File: src/rtl/serial_subtractor_if.sv
// Bus bundle for serial_subtractor: start/operands in, status and result out.
interface serial_subtractor_if #(
  parameter int unsigned WIDTH = 8
);
  logic             start;
  logic [WIDTH-1:0] a;
  logic [WIDTH-1:0] b;
  logic             busy;
  logic             done;
  logic [WIDTH-1:0] diff;
  logic             borrow_out;

  modport master (output start, a, b, input busy, done, diff, borrow_out);
  modport slave  (input start, a, b, output busy, done, diff, borrow_out);
endinterface

File: src/rtl/serial_subtractor.sv
// Bit-serial unsigned subtractor a-b, LSB first, one bit per cycle.
// Define SERSUB_SAT_EN to clamp underflowed results to zero.
module serial_subtractor #(
  parameter int unsigned WIDTH = 8
) (
  input  logic            clk,
  input  logic            rst_n,
  serial_subtractor_if.slave bus
);
  localparam int unsigned CNT_W = (WIDTH > 1) ? $clog2(WIDTH) : 1;
  localparam logic [CNT_W-1:0] LAST = CNT_W'(WIDTH - 1);

  typedef enum logic [1:0] {IDLE, RUN, DONE} state_t;

  state_t           state, state_nx;
  logic [WIDTH-1:0] a_sh, b_sh, res_sh;
  logic [CNT_W-1:0] cnt;
  logic             br;
  logic             a0, b0, d, br_nx, last, accept;
  logic [WIDTH-1:0] res_nx, diff_nx;
  logic             busy_nx, done_nx, borrow_nx;

  // One-bit full-subtractor slice and control decodes
  always_comb begin
    a0     = a_sh[0];
    b0     = b_sh[0];
    d      = a0 ^ b0 ^ br;
    br_nx  = (~a0 & b0) | (~(a0 ^ b0) & br);
    res_nx = WIDTH'({d, res_sh} >> 1);
    last   = (state == RUN) && (cnt == LAST);
    accept = (state != RUN) && bus.start;
  end

  always_ff @(posedge clk or negedge rst_n) begin
    if (!rst_n) state <= IDLE;
    else        state <= state_nx;
  end

  always_comb begin
    state_nx = state;
    case (state)
      IDLE:    if (bus.start) state_nx = RUN;
      RUN:     if (last)      state_nx = DONE;
      DONE:    state_nx = bus.start ? RUN : IDLE;
      default: state_nx = IDLE;
    endcase
  end

  // Next values for the registered outputs
  always_comb begin
    busy_nx   = (state_nx == RUN);
    done_nx   = (state_nx == DONE);
    diff_nx   = bus.diff;
    borrow_nx = bus.borrow_out;
    if (last) begin
      borrow_nx = br_nx;
`ifdef SERSUB_SAT_EN
      diff_nx   = br_nx ? '0 : res_nx;
`else
      diff_nx   = res_nx;
`endif
    end
  end

  always_ff @(posedge clk or negedge rst_n) begin
    if (!rst_n) begin
      bus.busy       <= 1'b0;
      bus.done       <= 1'b0;
      bus.diff       <= '0;
      bus.borrow_out <= 1'b0;
    end else begin
      bus.busy       <= busy_nx;
      bus.done       <= done_nx;
      bus.diff       <= diff_nx;
      bus.borrow_out <= borrow_nx;
    end
  end

  // Operand shift registers, partial result, borrow and bit counter
  always_ff @(posedge clk or negedge rst_n) begin
    if (!rst_n) begin
      a_sh   <= '0;
      b_sh   <= '0;
      res_sh <= '0;
      cnt    <= '0;
      br     <= 1'b0;
    end else if (accept) begin
      a_sh   <= bus.a;
      b_sh   <= bus.b;
      res_sh <= '0;
      cnt    <= '0;
      br     <= 1'b0;
    end else if (state == RUN) begin
      a_sh   <= a_sh >> 1;
      b_sh   <= b_sh >> 1;
      res_sh <= res_nx;
      cnt    <= cnt + CNT_W'(1);
      br     <= br_nx;
    end
  end
endmodule

File: src/flat_wrapper.sv
// flat-port wrapper written by rule: the top's interface ports become plain ports
module serial_subtractor_flat 
#(
  parameter int unsigned WIDTH = 8
)
  (clk, rst_n, bus_start, bus_a, bus_b, bus_busy, bus_done, bus_diff, bus_borrow_out);
  serial_subtractor_if #(.WIDTH(WIDTH)) bus_i ();
  input  logic clk;
  input  logic rst_n;
  input wire logic [$bits(bus_i.start)-1:0] bus_start;
  input wire logic [$bits(bus_i.a)-1:0] bus_a;
  input wire logic [$bits(bus_i.b)-1:0] bus_b;
  output wire logic [$bits(bus_i.busy)-1:0] bus_busy;
  output wire logic [$bits(bus_i.done)-1:0] bus_done;
  output wire logic [$bits(bus_i.diff)-1:0] bus_diff;
  output wire logic [$bits(bus_i.borrow_out)-1:0] bus_borrow_out;
  assign bus_i.start = bus_start;
  assign bus_i.a = bus_a;
  assign bus_i.b = bus_b;
  assign bus_busy = bus_i.busy;
  assign bus_done = bus_i.done;
  assign bus_diff = bus_i.diff;
  assign bus_borrow_out = bus_i.borrow_out;
  serial_subtractor #(.WIDTH(WIDTH)) u_core (.clk(clk), .rst_n(rst_n), .bus(bus_i));
endmodule
File: config.mk
export PLATFORM = sky130hd
export DESIGN_NAME = serial_subtractor_flat
export DESIGN_NICKNAME = d
export VERILOG_FILES = /design/src/rtl/serial_subtractor_if.sv /design/src/rtl/serial_subtractor.sv /design/src/flat_wrapper.sv
export SDC_FILE = /design/constraint.sdc
export NUM_CORES = 1
export LEC_CHECK = 0
export ABC_AREA = 1
export CAP_MARGIN = 10
export CORE_MARGIN = 2
export CORE_UTILIZATION = 25
export CTS_CLUSTER_DIAMETER = 80
export DETAILED_ROUTE_END_ITERATION = 6
export GPL_TIMING_DRIVEN = 1
export PLACE_DENSITY = 0.52
export SLEW_MARGIN = 20
export SYNTH_ARGS = -nofsm -noshare
export SYNTH_HDL_FRONTEND = slang
export SYNTH_SLANG_ARGS = --single-unit
File: constraint.sdc
create_clock -name clk -period 1.5 [get_ports clk]
set_clock_uncertainty 0.15 [all_clocks]
set_input_delay 0.15 -clock clk [delete_from_list [all_inputs] [get_ports clk]]
set_output_delay 0.15 -clock clk [all_outputs]
set_load 0.05 [all_outputs]
Yosys cells after proc, flatten, opt, wreduce, memory -nomap -nowiden. Cells that the tools add are included.

Reduce and logical (&&, ||, !) cells: 4. Muxes and demuxes: 14. $add $sub $neg: 1. Equality and inequality tests: 6. Bitwise operators: 7.

Operators with widths (count): 8-bit two-way mux (6); 3-bit two-way mux (2); 2-bit case mux with 3 select lines (1); 2-bit by 1-bit equality test with 1-bit output, second input constant (2); 2-bit equality test, second input constant (2); 2-bit two-way mux (2); 3-bit by 1-bit adder with 3-bit output, second input constant (1); 3-bit equality test, second input constant (1); 1-bit two-way mux (3); 1-bit bitwise AND (2); 1-bit logical AND (2); 2-bit zero test (1); 2-bit by 1-bit inequality test with 1-bit output, second input constant (1); 1-bit inverter (2); 2-bit nonzero test (1); 1-bit XOR (2); 1-bit bitwise OR (1).

Bits of input ports: 19. Output and inout bits: 11. Logic and storage cells: 42. Bits in registers: 41.

Longest topological paths before layout. Gate-level depths: netlist (run 1).

Depth after elaboration: 6. Depth in mapped cells: 6. Depth with buffers taken out: 6.

Least setup slack after synthesis (run 1). No wires, ideal clock.

Path type: register -> register. Start: reg u_core.cnt[0]. End: reg u_core.bus.diff[7]. Data required time: 1285 ps. Slack: 148 ps. Cell stages (with the launch flop): 7. Arrival time: 1137 ps. Setup time: 65 ps. Clock period less this slack: 1352 ps. Path buffers: 0. Cell sequence: dfrtp_1 -> ha_1 -> ha_1 -> inv_1 -> nor2_2 -> nand2_1 -> nand2_1.

Cells in the longest elaborated chain, start to end: 2.

RTL lines: from (decl) (line serial_subtractor.sv:17) `logic [CNT_W-1:0] cnt;`; from (signal assigned) (line serial_subtractor.sv:97) `cnt <= cnt + CNT_W'(1);`; 3-bit equality test (line serial_subtractor.sv:30) `last = (state == RUN) && (cnt == LAST);`; 1-bit logical AND (line serial_subtractor.sv:30); to (signal assigned) (line serial_subtractor.sv:74) `bus.diff <= diff_nx;`; to (decl) (line serial_subtractor_if.sv:14) `modport slave (input start, a, b, output busy, done, diff, borrow_out);`.

No other way between the ends. A chain may end at the register's enable or synchronous reset.

Worst setup path after layout (run 1).
Start: reg u_core.cnt[0]. End: reg u_core.bus.diff[1].

Same word-level chain as after synthesis.

==> flow_metrics.tcl, run 1 <==
set metrics [dict create \
    maxCapViolCount 0 \
    ys_ff_latch 40 \
    powerDensity_mw_per_mm2 2090 \
    num_antenna_cells 0 \
    grt_max_degree 41 \
    cts_tree "built" \
    crit_path_start_kind "register" \
    worst_slew_pin_slew_ns 0.484 \
    ys_seq_area_share_pct 57.9 \
    drive_above_1_share_pct 14.5 \
    hold_viol 0 \
    grt_pass1_vias 1278 \
    path_clk_slew_ns 0.08 \
    start_util_pct 25.6 \
    post-route-min-period_ns 1.38 \
    post-cts-setup-buffers 0 \
    drt_iter0_drc 71 \
    clock_sinks 40 \
    synth_largest_area_cell "dfrtp_1" \
    max_freq_mhz 723 \
    die_w_um 87.2 \
    track_usage_pct 9.92 \
    die_height_um 87.2 \
    numCtsBuffers 5 \
    cts_root_buf "clkbuf_8" \
    synth_common_cells "nand2_1, nand3_1, dfrtp_1, inv_1, buf_2" \
    port_buffers 29 \
    clk_path_buf_depth 2 \
    vias 1321 \
    nFillCells 719 \
    synth-edff-count 0 \
    cp_cell_sequence "ha_1, ha_1, inv_2, nor2_2, nand2_1, nand2_1" \
    synth_fp_nets 210 \
    row_count 30 \
    synth_cell_types 16 \
    gp_congestion 0.680 \
    post-place-cells 290 \
    antenna_left 0 \
    ir_worst_vdd_mv 0.504 \
    hpwl_mm 2.25 \
    area_growth_pct 34.4 \
    totalWireLength_mm 3.40 \
    synthCells 188 \
    pin_count 30 \
    fin_ws_ns 0.118 \
    yosys-top-cells-area "dfrtp_1, nand3_1, nand2_1" \
    drv_slew 0 \
    required_ns 1.53 \
    dieArea_mm2 0.00760 \
    rsz0062_at_grt "no" \
    clock_latency_ns 0.29 \
    instances_no_fill 300 \
    overflow 0 \
    slowest_stage "dfrtp_1" \
    arrival_ns 1.42 \
    final.setup.tns_ns 0 \
    p_leak_nw 1.12 \
    status "complete, no violations" \
    synth_area_mm2 0.00173 \
    end_kind "register" \
    htree_num_levels 2 \
    syn_area_per_cell_um2 9.20 \
    hold_path_class "in -> async" \
    timing.final.crit_share_pct 92.1 \
    synth_top_area_share_pct 57.9 \
    r2r_slack_ns 0.12 \
    crit_fanout 5 \
    synth_flop_cell "dfrtp_1" \
    max-slew-margin-rel_pct 67.7 \
    drcViolationCount 0 \
    dr.pass1.iters 4 \
    critical_path_class "reg -> reg" \
    yosysMostFrequentCell "nand2_1" \
    setup_viol 0 \
    core_area_mm2 0.00676 \
    wl_per_cell_um 11.3 \
    ys_warn_count 0 \
    antenna_found_initial 0 \
    grt_pass1_wl_mm 5.86 \
    cp_top_family "adder cells" \
    nets 241 \
    synthArstFlopShare_pct 100 \
    finalHoldWorstSlack_ns 0.200 \
    slowest_delay_ns 0.39 \
    vias_per_cell 4.40 \
    pre_cts_slack_ns -0.000661 \
    final_util_pct 34.4 \
    cp_num_buf_inv 1 \
]
[logic make-up (layout without fill, tap and decap cells)]
family,count (synthesis),in the layout,share of synthesized area [%]
and+or+nand+nor,121,122,31.3
DFF,40,40,57.9
buffers and inverters,19,50,6.66
AOI/OAI and AO/OA,5,5,1.59
adders and majority gates,3,3,2.60
[registers in the layout, indices dropped and copies added, names as in the netlist]
name	cells
u_core.b_sh	8
u_core.bus.busy	1
u_core.state	2
u_core.bus.borrow_out	1
u_core.res_sh	7
u_core.bus.done	1
u_core.cnt	3
u_core.bus.diff	8
u_core.a_sh	8
u_core.br	1
[final timing paths]
check,startpoint,to,cells after the start
max,u_core.cnt[0]$_DFFE_PN0P_,u_core.bus.diff[1]$_DFFE_PN0P_,6
min,rst_n,u_core.a_sh[1]$_DFFE_PN0P_,3
max reg2reg,u_core.cnt[0]$_DFFE_PN0P_,u_core.bus.diff[1]$_DFFE_PN0P_,6
min reg2reg,u_core.res_sh[1]$_DFFE_PN0P_,u_core.bus.diff[0]$_DFFE_PN0P_,2
max in group asynchronous,rst_n,u_core.res_sh[2]$_DFFE_PN0P_,3
min in group clk,bus_b[7],u_core.b_sh[7]$_DFFE_PN0P_,3
[through the flow]
stage	cell area, µm²	total power (W)
after floorplan	1730	0.00319
after global placement	2210	0.00415
after detailed placement	2210	0.00417
after CTS	2320	0.00493
after global routing	2320	0.00520
final	2320	0.00486
[routing by layer]
metal	vias to the layer above	wire (µm)	GRT usage (%)
met4	0	10	4.62
met2	16	1700	16.4
li1	675	-	-
met1	628	1630	11.8
met3	2	61	2.94
met5	-	0	0
[power by group]
part,total [W],leakage (nW),switching [W],internal (W)
combinational,0.00225,0.557,0.00123,0.00102
clock,0.000730,0.0510,0.000363,0.000367
sequential,0.00188,0.509,0.000348,0.00153
total,0.00486,1.12,0.00194,0.00292
[placed cells by master, fill, tap and decap left out]
cell,Yosys,routed
nand2_1,59,59
nand3_1,57,57
dfrtp_1,40,40
clkdlybuf4s50_1,0,17
buf_12,0,14
clkbuf_8,0,6
inv_1,6,5
o21ai_0,3,3
inv_2,1,2
nand2_2,2,2
nor2_4,1,2
o22ai_1,2,2
ha_1,2,2
clkinv_2,0,2
buf_4,4,2
nor2_1,1,1
fa_1,1,1
nor2_2,1,1
dlygate4sd3_1,0,1
buf_2,5,1
[worst min-delay path: cells and delay by family]
family   cells  cell delay (ns)
buf+inv      3             0.86
[repair_timing]
action,4_1_cts,5_1_grt
setup endpoints to repair,4,8
cloned,0,1
endpoints found under the hold margin,40,0
resized for setup,1,1
pin swaps,0,1
hold buffers,1,0
[area by class of cell]
cell class                      instances  area [µm²]  share of cell area [%]
Clock buffer                            6        82.6                    3.55
Clock inverter                          2        10.0                   0.431
Inverter                                7        26.3                    1.13
Multi-Input combinational cell        130         624                    26.9
Sequential cell                        40        1000                    43.1
Tap cell                               80         100                    4.31
Timing Repair Buffer                   35         480                    20.7
No activity file was read; power rests on OpenSTA's default activity.
==> run 2, diff against run 1 <==
--- a/config.mk
+++ b/config.mk
@@ -12,7 +12,7 @@
 export CTS_CLUSTER_DIAMETER = 80
 export DETAILED_ROUTE_END_ITERATION = 6
 export GPL_TIMING_DRIVEN = 1
-export PLACE_DENSITY = 0.52
+export PLACE_DENSITY_LB_ADDON = 0.05
 export SLEW_MARGIN = 20
 export SYNTH_ARGS = -nofsm -noshare
 export SYNTH_HDL_FRONTEND = slang
==> constraint.sdc (replaced) <==
create_clock -name clk -period 1.15 [get_ports clk]
set_clock_uncertainty 0.15 [all_clocks]
set_input_delay 0.115 -clock clk [delete_from_list [all_inputs] [get_ports clk]]
set_output_delay 0.115 -clock clk [all_outputs]
set_load 0.05 [all_outputs]
==> flow_metrics.tcl, run 2 (synthesized netlist as in run 1, its figures left out) <==
set metrics [dict create \
    post-route-min-period_ns 1.34 \
    ir_worst_vdd_mv 0.824 \
    dieArea_mm2 0.00760 \
    antenna_left 0 \
    finalInstanceArea_mm2 0.00310 \
    die_height_um 87.2 \
    row_count 30 \
    num_antenna_cells 0 \
    drt_iter0_drc 51 \
    drv_slew 0 \
    track_usage_pct 13.6 \
    multiInputGateArea_um2 995 \
    powerDensity_mw_per_mm2 2840 \
    largestRegisters "u_core.a_sh (8), u_core.b_sh (8), u_core.bus.diff (8)" \
    totalWireLength_mm 4.69 \
    status "complete, but fails checks" \
    gp_congestion 0.690 \
    numCtsBuffers 5 \
    max-slew-margin-rel_pct 69.2 \
    dr_wl_met3_um 141 \
    final_common_cell "nand2_1" \
    cts_tree "built" \
    crit_fanout 2 \
    vias_per_cell 4.62 \
    end_kind "register" \
    clock_sinks 40 \
    hold_viol 0 \
    hold_path_class "in -> async" \
    area_growth_pct 79.1 \
    die_w_um 87.2 \
    dpl_cell_area_mm2 0.00228 \
    grt_pass1_wl_mm 7.97 \
    rsz0062_at_grt "yes" \
    setup_viol 39 \
    drcViolationCount 0 \
    required_ns 1.20 \
    vias 1521 \
    worst_slew_pin_slew_ns 0.462 \
    dr_wl_met2_mm 2.46 \
    hpwl_mm 2.47 \
    max_freq_mhz 745 \
    fin_ws_ns -0.193 \
    nFillCells 642 \
    clock_latency_ns 0.29 \
    clk_path_buf_depth 2 \
    timing.final.crit_share_pct 117 \
    drive_above_1_share_pct 50.2 \
    dr.pass1.iters 4 \
    post-place-cells 297 \
    maxCapViolCount 0 \
    start_util_pct 25.6 \
    htree_num_levels 2 \
    top_layer "met4" \
    power_w 0.00880 \
    finalHoldWorstSlack_ns 0.172 \
    grt_pass1_vias 1650 \
    port_buffers 29 \
    core_area_mm2 0.00676 \
    arrival_ns 1.39 \
    final_util_pct 45.8 \
    layout.cells.most_common_list "nand2_1, dfrtp_1, nand3_2" \
    grt_max_degree 41 \
    nets 270 \
    instances_no_fill 329 \
    crit_path_start_kind "register" \
    path_clk_slew_ns 0.08 \
    violations "setup timing" \
    p_leak_nw 1.46 \
    critical_path_class "reg -> reg" \
    antenna_found_initial 0 \
    overflow 0 \
    pin_count 30 \
    regArea_mm2 0.00100 \
    wl_met1_mm 2.01 \
    cts_root_buf "clkbuf_8" \
    wl_per_cell_um 14.2 \
]
-- run 2: cell types whose count changed in the layout (fill, tap and decap cells not counted), sizes merged --
cell      previous run  this run
bufinv               0         1
buf                 17        45
clkinv               2         1
clkinvlp             0         1
-- run 2: stage by stage --
step	TNS (ns)	setup slack [ns]
6_report	-3.68	-0.193
5_1_grt	-5.86	-0.257
4_1_cts	-3.60	-0.201
3_5_place_dp	-8.77	-0.269
3_3_place_gp	-7.95	-0.245
2_1_floorplan	-0.721	-0.146
-- run 2: worst max-delay path, cell delays in order, from the launching register on --
cell and delay [ns]:
dfrtp_1 0.36, inv_2 0.04, fa_1 0.55, inv_1 0.04, nand2_1 0.05, nand2_1 0.04
-- run 2: power breakdown --
| part | leakage [nW] | switching (W) | internal [W] | total, W |
|---|---|---|---|---|
| combinational | 0.901 | 0.00236 | 0.00269 | 0.00505 |
| clock | 0.0541 | 0.000521 | 0.000643 | 0.00116 |
| sequential | 0.509 | 0.000590 | 0.00200 | 0.00259 |
-- run 2: cell type report --
class                   count  share of cell area [%]
multi-input cells         130                    32.1
inverters                   7                    1.09
clock buffers               5                    2.22
well taps                  80                    3.23
repair buffers             64                    27.6
flip-flops and latches     40                    32.4
clock inverters             3                    1.37
-- run 2: repair_timing --
| action | CTS | global route |
|---|---|---|
| cloned | 7 | 1 |
| endpoints found under the setup margin | 43 | 49 |
| gates resized for setup | 70 | 37 |
| buffers inserted | 8 | 8 |
| hold buffers | 1 | 0 |
| pin swaps | 29 | 18 |
| hold endpoints to repair | 40 | 0 |
-- run 2: path summary, 6_finish.rpt --
kind | startpoint | to | slack, ns | cells after the start
min | rst_n | u_core.bus.diff[4]$_DFFE_PN0P_ | 0.17 | 3
max reg2reg | u_core.a_sh[0]$_DFFE_PN0P_ | u_core.bus.diff[7]$_DFFE_PN0P_ | -0.19 | 5
min reg2reg | u_core.a_sh[3]$_DFFE_PN0P_ | u_core.a_sh[2]$_DFFE_PN0P_ | 0.34 | 2
max | u_core.a_sh[0]$_DFFE_PN0P_ | u_core.bus.diff[7]$_DFFE_PN0P_ | -0.19 | 5
max in group asynchronous | rst_n | u_core.state[0]$_DFF_PN0_ | 0.46 | 3
min in group clk | bus_a[7] | u_core.a_sh[7]$_DFFE_PN0P_ | 0.24 | 3
-- run 2: layer usage --
metal / global-route usage [%] / vias to the layer above
li1: - / 734
met1: 16.0 / 750
met2: 24.2 / 29
met3: 3.22 / 8
met4: 4.90 / 0
met5: 0 / -
==> run 3, diff against run 2 <==
--- a/config.mk
+++ b/config.mk
@@ -12,7 +12,8 @@
 export CTS_CLUSTER_DIAMETER = 80
 export DETAILED_ROUTE_END_ITERATION = 6
 export GPL_TIMING_DRIVEN = 1
-export PLACE_DENSITY_LB_ADDON = 0.05
+export PLACE_DENSITY = 0.54
+export SKIP_CTS_REPAIR_TIMING = 1
 export SLEW_MARGIN = 20
 export SYNTH_ARGS = -nofsm -noshare
 export SYNTH_HDL_FRONTEND = slang
==> flow_metrics.tcl, run 3 (synthesized netlist as in run 1, its figures left out) <==
set metrics [dict create \
    status "complete, but fails checks" \
    violations "setup timing" \
    clockPowerShare_pct 13.1 \
    path_clk_slew_ns 0.08 \
    nets 271 \
    slowest_delay_ns 0.56 \
    powerDensity_mw_per_mm2 2850 \
    crit_path_start_kind "register" \
    antenna_found_initial 0 \
    drcViolationCount 0 \
    maxCapViolCount 0 \
    largestRegisters "u_core.a_sh (8), u_core.b_sh (8), u_core.bus.diff (8)" \
    final_common_cell "dfrtp_1" \
    swShare_pct 39.9 \
    nFillCells 615 \
    max-slew-margin-rel_pct 72.3 \
    critical_path_class "reg -> reg" \
    p_sw_w 0.00354 \
    final_util_pct 46.0 \
    cp-startpoint "u_core.br$_DFFE_PN0P_" \
    die_height_um 87.2 \
    gp_congestion 0.722 \
    grt_pass1_vias 1334 \
    ir_worst_vdd_mv 0.968 \
    comb_power_share_pct 57.9 \
    setup_viol 40 \
    instances_no_fill 330 \
    core_area_mm2 0.00676 \
    cts_tree "built" \
    antenna_left 0 \
    max_freq_mhz 740 \
    pin_count 30 \
    worstRegToRegCells 4 \
    htree_num_levels 2 \
    timing.final.crit_share_pct 118 \
    slowest_stage "fa_1" \
    overflow 0 \
    wl_per_cell_um 14.7 \
    drv_slew 0 \
    fin_ws_ns -0.202 \
    rsz0062_at_grt "yes" \
    seqPwrFrac_pct 29.0 \
    clock_sinks 40 \
    totalWireLength_mm 4.84 \
    num_antenna_cells 0 \
    grt_max_degree 41 \
    clock_latency_ns 0.30 \
    post-route-min-period_ns 1.35 \
    p_leak_nw 1.48 \
    die_w_um 87.2 \
    numCtsBuffers 5 \
    track_usage_pct 9.84 \
    area_growth_pct 79.8 \
    start_util_pct 25.6 \
    r2r_slack_ns -0.20 \
    cts_root_buf "clkbuf_8" \
    dieArea_mm2 0.00760 \
    hpwl_mm 2.09 \
    dr.pass1.iters 4 \
    r2r-end "u_core.bus.diff[7]$_DFFE_PN0P_" \
    port_buffers 29 \
    drt_iter0_drc 79 \
    grt_pass1_wl_mm 5.98 \
    post-place-cells 296 \
    required_ns 1.19 \
    arrival_ns 1.40 \
    finalHoldWorstSlack_ns 0.159 \
    cpMostUsedCell "nand2_1" \
    crit_fanout 2 \
    rr_startpoint "u_core.br$_DFFE_PN0P_" \
    worst_slew_pin_slew_ns 0.415 \
    internal-power_w 0.00533 \
    drive_above_1_share_pct 49.2 \
    vias_per_cell 4.69 \
    vias 1548 \
    clk_path_buf_depth 2 \
    cp_cell_sequence "fa_1, inv_1, nand2_1, nand2_1" \
    hold_viol 0 \
    hold_path_class "in -> async" \
    row_count 30 \
    end_kind "register" \
    layout.cells.most_common_list "dfrtp_1, nand2_1, nand3_1" \
]
run 3: cell types whose count changed in the layout (fill, tap and decap cells not counted), sizes merged:
cell	previous run	this run
buf	45	40
clkbuf	6	11
nand2	61	62
run 3: power by group through the flow:
stage / Clock, W / Combinational (W) / Sequential, W
after CTS: 0.00119 / 0.00311 / 0.00244
after detailed placement: 0 / 0.00309 / 0.00246
after global routing: 0.00125 / 0.00547 / 0.00264
after global placement: 0 / 0.00306 / 0.00246
after floorplan: 0 / 0.00130 / 0.00292
final: 0.00116 / 0.00513 / 0.00257
run 3: critical path: cells and delay by family (launching register included):
| family | cells | cell delay, ns |
|---|---|---|
| buf+inv | 1 | 0.04 |
| simple gates | 2 | 0.09 |
| flops | 1 | 0.41 |
| fa+ha+maj | 1 | 0.56 |
run 3: worst max path at each step:
stage | slack [ns] | depth (start not counted) | endpoint
2_1_floorplan | -0.15 | 5 | u_core.bus.diff[7]$_DFFE_PN0P_
3_3_place_gp | -0.25 | 4 | u_core.b_sh[1]$_DFFE_PN0P_
3_5_place_dp | -0.27 | 4 | u_core.b_sh[0]$_DFFE_PN0P_
4_1_cts | -0.20 | 5 | u_core.bus.diff[7]$_DFFE_PN0P_
5_1_grt | -0.27 | 4 | u_core.bus.diff[7]$_DFFE_PN0P_
6_report | -0.20 | 4 | u_core.bus.diff[7]$_DFFE_PN0P_
run 3: layout make-up:
type,instances,area (µm²),area share [%]
multi-input cells,131,998,32.1
clock buffers,5,68.8,2.21
well taps,80,100,3.22
repair buffers,64,861,27.7
flip-flops and latches,40,1000,32.2
clock inverters,3,42.5,1.37
inverters,7,36.3,1.17
run 3: routing by layer:
metal  part of all wire, %  global-route usage, %  routed length [µm]
met4                   2.2                   2.94                 108
met1                    43                   12.5                2070
met5                     0                      0                   0
met2                    51                   16.2                2490
met3                   3.7                   3.03                 180
run 3: per-stage QoR:
stage | total power (W) | TNS, ns | cell area, µm² | setup slack (ns)
2_1_floorplan | 0.00422 | -0.721 | 1760 | -0.146
3_3_place_gp | 0.00551 | -8.20 | 2280 | -0.254
3_5_place_dp | 0.00555 | -8.75 | 2280 | -0.274
4_1_cts | 0.00673 | -3.26 | 2390 | -0.204
5_1_grt | 0.00936 | -7.19 | 3110 | -0.269
6_report | 0.00887 | -5.01 | 3110 | -0.202
